## src/rtl/mem_arbiter.sv

```systemverilog
// Shares one memory port between the IFU and LSU. Ties go round-robin, and only one
// transaction is outstanding at a time. A timeout turns a hung access into an error response.
module mem_arbiter #(
  parameter int ADDR_W  = 32,
  parameter int DATA_W  = 32,
  parameter int TIMEOUT = 255
) (
  input  logic                clk,
  input  logic                reset,
  input  logic                ifu_req_valid,
  output logic                ifu_req_ready,
  input  logic [ADDR_W-1:0]   ifu_addr,
  output logic                ifu_resp_valid,
  output logic [DATA_W-1:0]   ifu_rdata,
  output logic                ifu_resp_err,
  input  logic                lsu_req_valid,
  output logic                lsu_req_ready,
  input  logic [ADDR_W-1:0]   lsu_addr,
  input  logic                lsu_wen,
  input  logic [DATA_W-1:0]   lsu_wdata,
  input  logic [DATA_W/8-1:0] lsu_wmask,
  output logic                lsu_resp_valid,
  output logic [DATA_W-1:0]   lsu_rdata,
  output logic                lsu_resp_err,
  output logic                mem_req_valid,
  input  logic                mem_req_ready,
  output logic [ADDR_W-1:0]   mem_addr,
  output logic                mem_wen,
  output logic [DATA_W-1:0]   mem_wdata,
  output logic [DATA_W/8-1:0] mem_wmask,
  input  logic                mem_resp_valid,
  input  logic [DATA_W-1:0]   mem_rdata
);
  localparam int CNT_W = $clog2(TIMEOUT + 1);

  typedef enum logic [1:0] {IDLE, REQ, WAIT} state_t;

  state_t            state;
  logic              owner_lsu;
  logic              last_lsu;
  logic [CNT_W-1:0]  cnt;
  logic [CNT_W-1:0]  cnt_inc;
  logic              cnt_hit;
  logic              grant_ifu;
  logic              grant_lsu;
  logic              done_ok;
  logic              done_to;
  logic [DATA_W-1:0] done_data;

  // Round-robin: on a tie, the requester that did not win last time goes first.
  always_comb begin
    grant_ifu = 1'b0;
    grant_lsu = 1'b0;
    if (state == IDLE) begin
      if (ifu_req_valid && lsu_req_valid) begin
        grant_ifu = last_lsu;
        grant_lsu = !last_lsu;
      end else begin
        grant_ifu = ifu_req_valid;
        grant_lsu = lsu_req_valid;
      end
    end
  end

  assign ifu_req_ready = grant_ifu;
  assign lsu_req_ready = grant_lsu;

  // The counter saturates at TIMEOUT. It hits TIMEOUT on the edge that ends the timed-out cycle.
  assign cnt_inc   = (cnt == CNT_W'(TIMEOUT)) ? cnt : cnt + CNT_W'(1);
  assign cnt_hit   = (cnt_inc == CNT_W'(TIMEOUT));
  assign done_ok   = (state == WAIT) && mem_resp_valid;
  assign done_to   = ((state == REQ) || (state == WAIT)) && cnt_hit && !done_ok;
  assign done_data = (done_ok && !mem_wen) ? mem_rdata : '0;

  always_ff @(posedge clk) begin
    if (reset) begin
      state          <= IDLE;
      owner_lsu      <= 1'b0;
      last_lsu       <= 1'b1;
      cnt            <= '0;
      ifu_resp_valid <= 1'b0;
      ifu_rdata      <= '0;
      ifu_resp_err   <= 1'b0;
      lsu_resp_valid <= 1'b0;
      lsu_rdata      <= '0;
      lsu_resp_err   <= 1'b0;
      mem_req_valid  <= 1'b0;
      mem_addr       <= '0;
      mem_wen        <= 1'b0;
      mem_wdata      <= '0;
      mem_wmask      <= '0;
    end else begin
      ifu_resp_valid <= 1'b0;
      lsu_resp_valid <= 1'b0;
      if (state != IDLE) cnt <= cnt_inc;
      if (done_ok || done_to) begin
        if (owner_lsu) begin
          lsu_resp_valid <= 1'b1;
          lsu_resp_err   <= done_to;
          lsu_rdata      <= done_data;
        end else begin
          ifu_resp_valid <= 1'b1;
          ifu_resp_err   <= done_to;
          ifu_rdata      <= done_data;
        end
        mem_req_valid <= 1'b0;
        state         <= IDLE;
      end else begin
        case (state)
          IDLE: if (grant_ifu || grant_lsu) begin
            owner_lsu     <= grant_lsu;
            last_lsu      <= grant_lsu;
            mem_addr      <= grant_lsu ? lsu_addr : ifu_addr;
            mem_wen       <= grant_lsu && lsu_wen;
            mem_wdata     <= grant_lsu ? lsu_wdata : '0;
            mem_wmask     <= grant_lsu ? lsu_wmask : '0;
            mem_req_valid <= 1'b1;
            cnt           <= '0;
            state         <= REQ;
          end
          REQ: if (mem_req_ready) begin
            mem_req_valid <= 1'b0;
            state         <= WAIT;
          end
          default: ;
        endcase
      end
    end
  end
endmodule

```

## config.mk

```make
export PLATFORM = sky130hd
export DESIGN_NAME = mem_arbiter
export DESIGN_NICKNAME = d
export VERILOG_FILES = /design/src/rtl/mem_arbiter.sv
export SDC_FILE = /design/constraint.sdc
export NUM_CORES = 1
export LEC_CHECK = 0
export BUFFER_PORTS_ARGS = -buffer_cell sky130_fd_sc_hd__buf_2
export CORE_AREA = 2 2 93 185
export DETAILED_ROUTE_END_ITERATION = 10
export DIE_AREA = 0 0 95 187
export GPL_TIMING_DRIVEN = 1
export RECOVER_POWER = 50
export SLEW_MARGIN = 10
export SYNTH_ARGS = -nofsm -noshare
export SYNTH_HDL_FRONTEND = slang
export SYNTH_SLANG_ARGS = --single-unit
```

## constraint.sdc

```tcl
create_clock -name clk -period 4.1 [get_ports clk]
set_clock_uncertainty 0.2 [all_clocks]
set_input_delay 0.41 -clock clk [delete_from_list [all_inputs] [get_ports clk]]
set_output_delay 0.41 -clock clk [all_outputs]
set_load 0.05 [all_outputs]
```

## Word-level counts from Yosys, hierarchy flattened

Index checks and enable logic that the tools add are counted.

| word-level totals | value |
|---|---|
| flip-flop bits (word level) | 150 |
| input bits | 139 |
| word-level logic and storage cells | 66 |
| output and inout bits | 140 |

| operators by class | value |
|---|---|
| $add $sub $neg | 1 |
| muxes and demuxes | 21 |
| reductions and logical operators | 21 |
| equal/unequal tests | 6 |
| bitwise operators | 2 |

Operators with widths:

| operator | count |
|---|---|
| 32-bit 2-to-1 mux | 3 |
| 8-bit 2-to-1 mux | 5 |
| 8-bit == test (second input constant) | 2 |
| 8-bit by 1-bit adder with 8-bit output (second input constant) | 1 |
| 1-bit 2-to-1 mux | 8 |
| 1-bit logical AND | 6 |
| 3-bit AND reduction | 2 |
| 2-bit 2-to-1 mux | 2 |
| 4-bit 2-to-1 mux | 1 |
| 2-bit one-hot mux with 2 select lines | 1 |
| 2-bit AND reduction | 2 |
| 2-bit nonzero test | 2 |
| 2-bit OR reduction | 2 |
| 1-bit logical NOT | 3 |
| 1-bit logical OR | 3 |
| 2-bit by 1-bit == test with 1-bit output (second input constant) | 1 |
| 2-bit == test (second input constant) | 1 |
| 2-bit logical NOT | 1 |
| 2-bit by 1-bit inequality test with 1-bit output (second input constant) | 1 |
| 2-bit inequality test (second input constant) | 1 |
| 1-bit inverter | 2 |
| 1-bit one-hot mux with 2 select lines | 1 |

## Longest topological paths before layout

| depth | value |
|---|---|
| depth after elaboration | 8 |
| gate-level depth with buffers | 10 |
| mapped depth without buffers | 8 |

## Least setup slack after synthesis

No wires, ideal clock.

| timing path | value |
|---|---|
| path type | register to output |
| from | reg state[0] |
| to | out ifu_req_ready |
| stages on the path, launching flop included | 7 |
| data arrival time | 2155 ps |
| buffers on the path | 2 |
| slack | 1335 ps |
| cell sequence | dfxtp_1 -> inv_1 -> ha_1 -> clkbuf_1 -> clkbuf_1 -> nand2_1 -> a21oi_1 |

| between the ends | value |
|---|---|
| word-level cells in the longest chain between the ends | 2 |

Ends and longest elaborated chain:

| element | RTL line | text |
|---|---|---|
| from (decl) | 38 | `state_t state;` |
| from (signal assigned) | 77 | `state <= IDLE;` |
| from (signal assigned) | 107 | `state <= IDLE;` |
| from (signal assigned) | 119 | `state <= REQ;` |
| 2-bit logical NOT | 54 | `if (state == IDLE) begin` |
| 1-bit 2-to-1 mux | 54 |  |
| to (decl) | 11 | `output logic ifu_req_ready,` |

No other way between the ends.

## Final worst setup path

| timing path | value |
|---|---|
| from | reg cnt[0] |
| to | reg lsu_rdata[25] |

| between the ends | value |
|---|---|
| word-level cells in the longest chain between the ends | 7 |

Ends and longest elaborated chain:

| element | RTL line | text |
|---|---|---|
| from (decl) | 41 | `logic [CNT_W-1:0] cnt;` |
| from (signal assigned) | 95 | `if (state != IDLE) cnt <= cnt_inc;` |
| 8-bit by 1-bit adder with 8-bit output or 8-bit == test (tied branches) | 69 | `assign cnt_inc = (cnt == CNT_W'(TIMEOUT)) ? cnt : cnt + CNT_W'(1);` |
| 8-bit 2-to-1 mux (*) | 69 |  |
| 8-bit == test (*) | 70 | `assign cnt_hit = (cnt_inc == CNT_W'(TIMEOUT));` |
| 1-bit logical AND (*) (2 in series) | 72 | `assign done_to = ((state == REQ) \|\| (state == WAIT)) && cnt_hit && !done_ok;` |
| 1-bit logical OR (*) | 96 | `if (done_ok \|\| done_to) begin` |
| 2-bit AND reduction (no line) (*) | n/a |  |
| to (signal assigned) | 100 | `lsu_rdata <= done_data;` |
| to (decl) | 23 | `output logic [DATA_W-1:0] lsu_rdata,` |

Mark *: on every way between the ends. The rest lies on a longest branch, timed or not.
A chain may end at the register's enable or synchronous reset.

==> results.json <==
{
  "outcome": "completed",
  "cts_root_buf": "clkbuf_16",
  "synth_top_cells_by_count": "149 x dfxtp_1, 90 x nand2_1, 83 x nor2_1, 60 x a32o_1, 46 x clkbuf_1",
  "max_stage_delay_ns": 0.57,
  "irDropWorstVdd_mv": 0.2756,
  "h-tree-depth": 4,
  "ant_nets": 0,
  "worstHoldStart": "lsu_wdata[0]",
  "dieArea_sq_um": 17770,
  "worstPathCellList": "ha_1 -> nand3_1 -> nor2_1 -> mux2_1 -> a2111o_1 -> a31o_2 -> a32o_1",
  "reg2reg_depth": 7,
  "drv_slew": 0,
  "max_freq_mhz": 288.7,
  "dr.pass1.iters": 4,
  "synth.avg_cell_area_sq_um": 9.541,
  "ys.warnings.count": 0,
  "r2r_slack_ns": 0.64,
  "cp.buffers_inverters": 0,
  "synth_seq_area_share": 0.5299,
  "place_hpwl_microns": 11170,
  "finalHoldViolations": 0,
  "synth_top_area_frac": 0.5299,
  "crit_type": "reg -> reg",
  "cap_viol_max_count": 0,
  "ctsHoldBuffers": 0,
  "critPathTopFamily": "compound AO/OA/AOI/OAI gates",
  "gr-total-overflow": 0,
  "rows": 67,
  "grt_max_degree": 66,
  "wirelength_microns": 16330,
  "max_slew_margin": 0.3532,
  "drive_gt1_frac": 0.2169,
  "drt_iter0_drc": 231,
  "fillers": 1717,
  "end_kind": "flop",
  "initial_core_util": 0.3409,
  "routabilityCongestion": 0.7857,
  "portBuffers": 278,
  "period_needed_ns": 3.464,
  "critical_path_required_ns": 4.20,
  "dieHeight_microns": 187,
  "grt_use_total": 0.1833,
  "tritoncts": "yes",
  "via_count": 5533,
  "arrival_ns": 3.57,
  "endpoint": "lsu_rdata[25]",
  "via_per_inst": 5.220,
  "area_growth_pct": 34.19,
  "die_w_microns": 95,
  "r2r-start": "cnt[0]",
  "routed_wire_length_per_instance_microns": 15.41,
  "syn_area_sq_um": 5629,
  "placed_area_sq_um": 7096,
  "clockBufferDepth": 2,
  "fin_nets": 984,
  "cts_sinks": 149,
  "grt_pass1_vias": 5314,
  "grt_use_met2": 0.2979,
  "startpoint_type": "flop",
  "synth.area.top_cells": "dfxtp_1 53%, a32o_1 11%, nand2_1 6.0%, nor2_1 5.5%, a311oi_1 5.1%",
  "critPathLaunch": "cnt[0]",
  "tightestPinTransition_ns": 0.9643,
  "rsz0062_at_grt": "false",
  "p_leak_nw": 2.946,
  "synth_edf_count": 0,
  "diodes": 0,
  "crit_fanout": 32,
  "finalSetupViolCount": 0,
  "io_pins": 279,
  "use_met3": 0.05077,
  "finalCritPeriodShare": 0.8449,
  "postCtsSetupBuffers": 0,
  "ctsResizeCount": 0,
  "antenna_found_initial": 0,
  "final_cell_area_sq_um": 7553,
  "grt_pass1_wl_microns": 26100,
  "cts_buffers": 17,
  "synth_most_common_cell": "dfxtp_1",
  "path_depth": 7,
  "synth_top_area_cell": "dfxtp_1",
  "drc": 0,
  "p_per_area_nw_per_um2": 586.2,
  "ys_ff_latch": 149,
  "top_usage_layer": "met2",
  "path_clk_slew_ns": 0.06,
  "clock_latency_ns": 0.41,
  "coreArea_sq_um": 16510,
  "ys_types": 44,
  "hold_path.class": "in -> reg",
  "syn_inst": 590,
  "tns_ns": 0,
  "synth_nets": 734,
  "synth-async-reset-ratio": 0,
  "synth_flop_cell": "dfxtp_1",
  "grt_use_met1": 0.2286,
  "regToRegEndpoint": "lsu_rdata[25]",
  "cpMaxStageDelayCell": "a2111o_1"
}
layout make-up:
class,count,area [sq um],share of cell area
well taps,207,259.0,0.03429
flip-flops and latches,149,2983,0.3949
repair buffers,286,1277,0.1691
multi-input cells,378,2375,0.3144
clock inverters,14,200.2,0.02650
clock buffers,18,429.2,0.05682
inverters,8,30.03,0.003975
kinds of logic (layout without fill, tap and decap cells):
family / Yosys count / count (layout) / share of synthesized area
DFF: 149 / 149 / 0.5299
xor gates and xnor gates: 2 / 2 / 0.003112
adders and majority gates: 5 / 5 / 0.01111
muxes: 3 / 3 / 0.005779
AOI/OAI and AO/OA: 164 / 164 / 0.2505
buffers and inverters: 63 / 326 / 0.05068
and+or+nand+nor: 204 / 204 / 0.1489
layer usage:
layer  share of wire  vias to the layer above
met3           0.080                       20
met2            0.48                      234
met5               0                        -
met1            0.42                     2595
met4           0.019                        0
li1                -                     2684
tightest hold or removal path, cell delays in order:
cell and delay, ns:
buf_2 0.07, a22oi_1 0.05, nor2_1 0.07
layout by cell type, fill, tap and decap left out, types with 3 or more instances in the layout:
cell | synthesis | final
buf_4 | 0 | 8
nor3_1 | 8 | 7
ha_1 | 5 | 5
inv_6 | 0 | 3
nand2_1 | 90 | 90
o2bb2ai_1 | 5 | 5
nand3_1 | 4 | 5
a311oi_1 | 33 | 33
bufinv_16 | 0 | 4
and2_1 | 5 | 4
o21ai_0 | 7 | 7
clkbuf_16 | 0 | 17
nor2_1 | 83 | 82
clkbuf_1 | 46 | 140
a22oi_1 | 37 | 37
a32o_1 | 60 | 60
a21oi_1 | 5 | 5
inv_1 | 7 | 7
buf_2 | 3 | 139
dfxtp_1 | 149 | 149
stage by stage:
stage	std cells	worst slack, ns	hold slack, ns	util	total power [W]
3_3_place_gp	1028	0.7992	0.2391	0.4297	0.002811
4_1_cts	1060	0.6476	0.002755	0.4678	0.004517
5_1_grt	1060	0.3821	0.03169	0.4574	0.004650
6_report	1060	0.6359	0.02692	0.4574	0.004428
3_5_place_dp	1028	0.7935	0.2436	0.4297	0.002827
2_1_floorplan	590	1.335	0.2657	-	0.002528
report_power, final:
group | switching [W] | total [W] | leakage, nW | internal, W
clock | 0.000641 | 0.00167 | 0.303 | 0.00103
combinational | 0.000852 | 0.00111 | 1.43 | 0.000258
sequential | 0.0000705 | 0.00165 | 1.21 | 0.00158
total | 0.00156 | 0.00443 | 2.95 | 0.00286
state kept, by name, summed over array words and instances, names as in the netlist, 2 cells and up:
| name | cells |
|---|---|
| cnt | 8 |
| ifu_rdata | 32 |
| lsu_rdata | 32 |
| mem_addr | 32 |
| mem_wdata | 32 |
| mem_wmask | 4 |
| state | 2 |
worst min path at each step:
| stage | endpoint | slack, ns | depth (start not counted) |
|---|---|---|---|
| 2_1_floorplan | last_lsu | 0.27 | 2 |
| 3_3_place_gp | ifu_rdata[1] | 0.24 | 1 |
| 3_5_place_dp | ifu_rdata[1] | 0.24 | 1 |
| 4_1_cts | mem_wdata[21] | 0.003 | 3 |
| 5_1_grt | mem_wdata[11] | 0.03 | 3 |
| 6_report | mem_wdata[0] | 0.03 | 3 |
(Power assumes the default switching activity.)
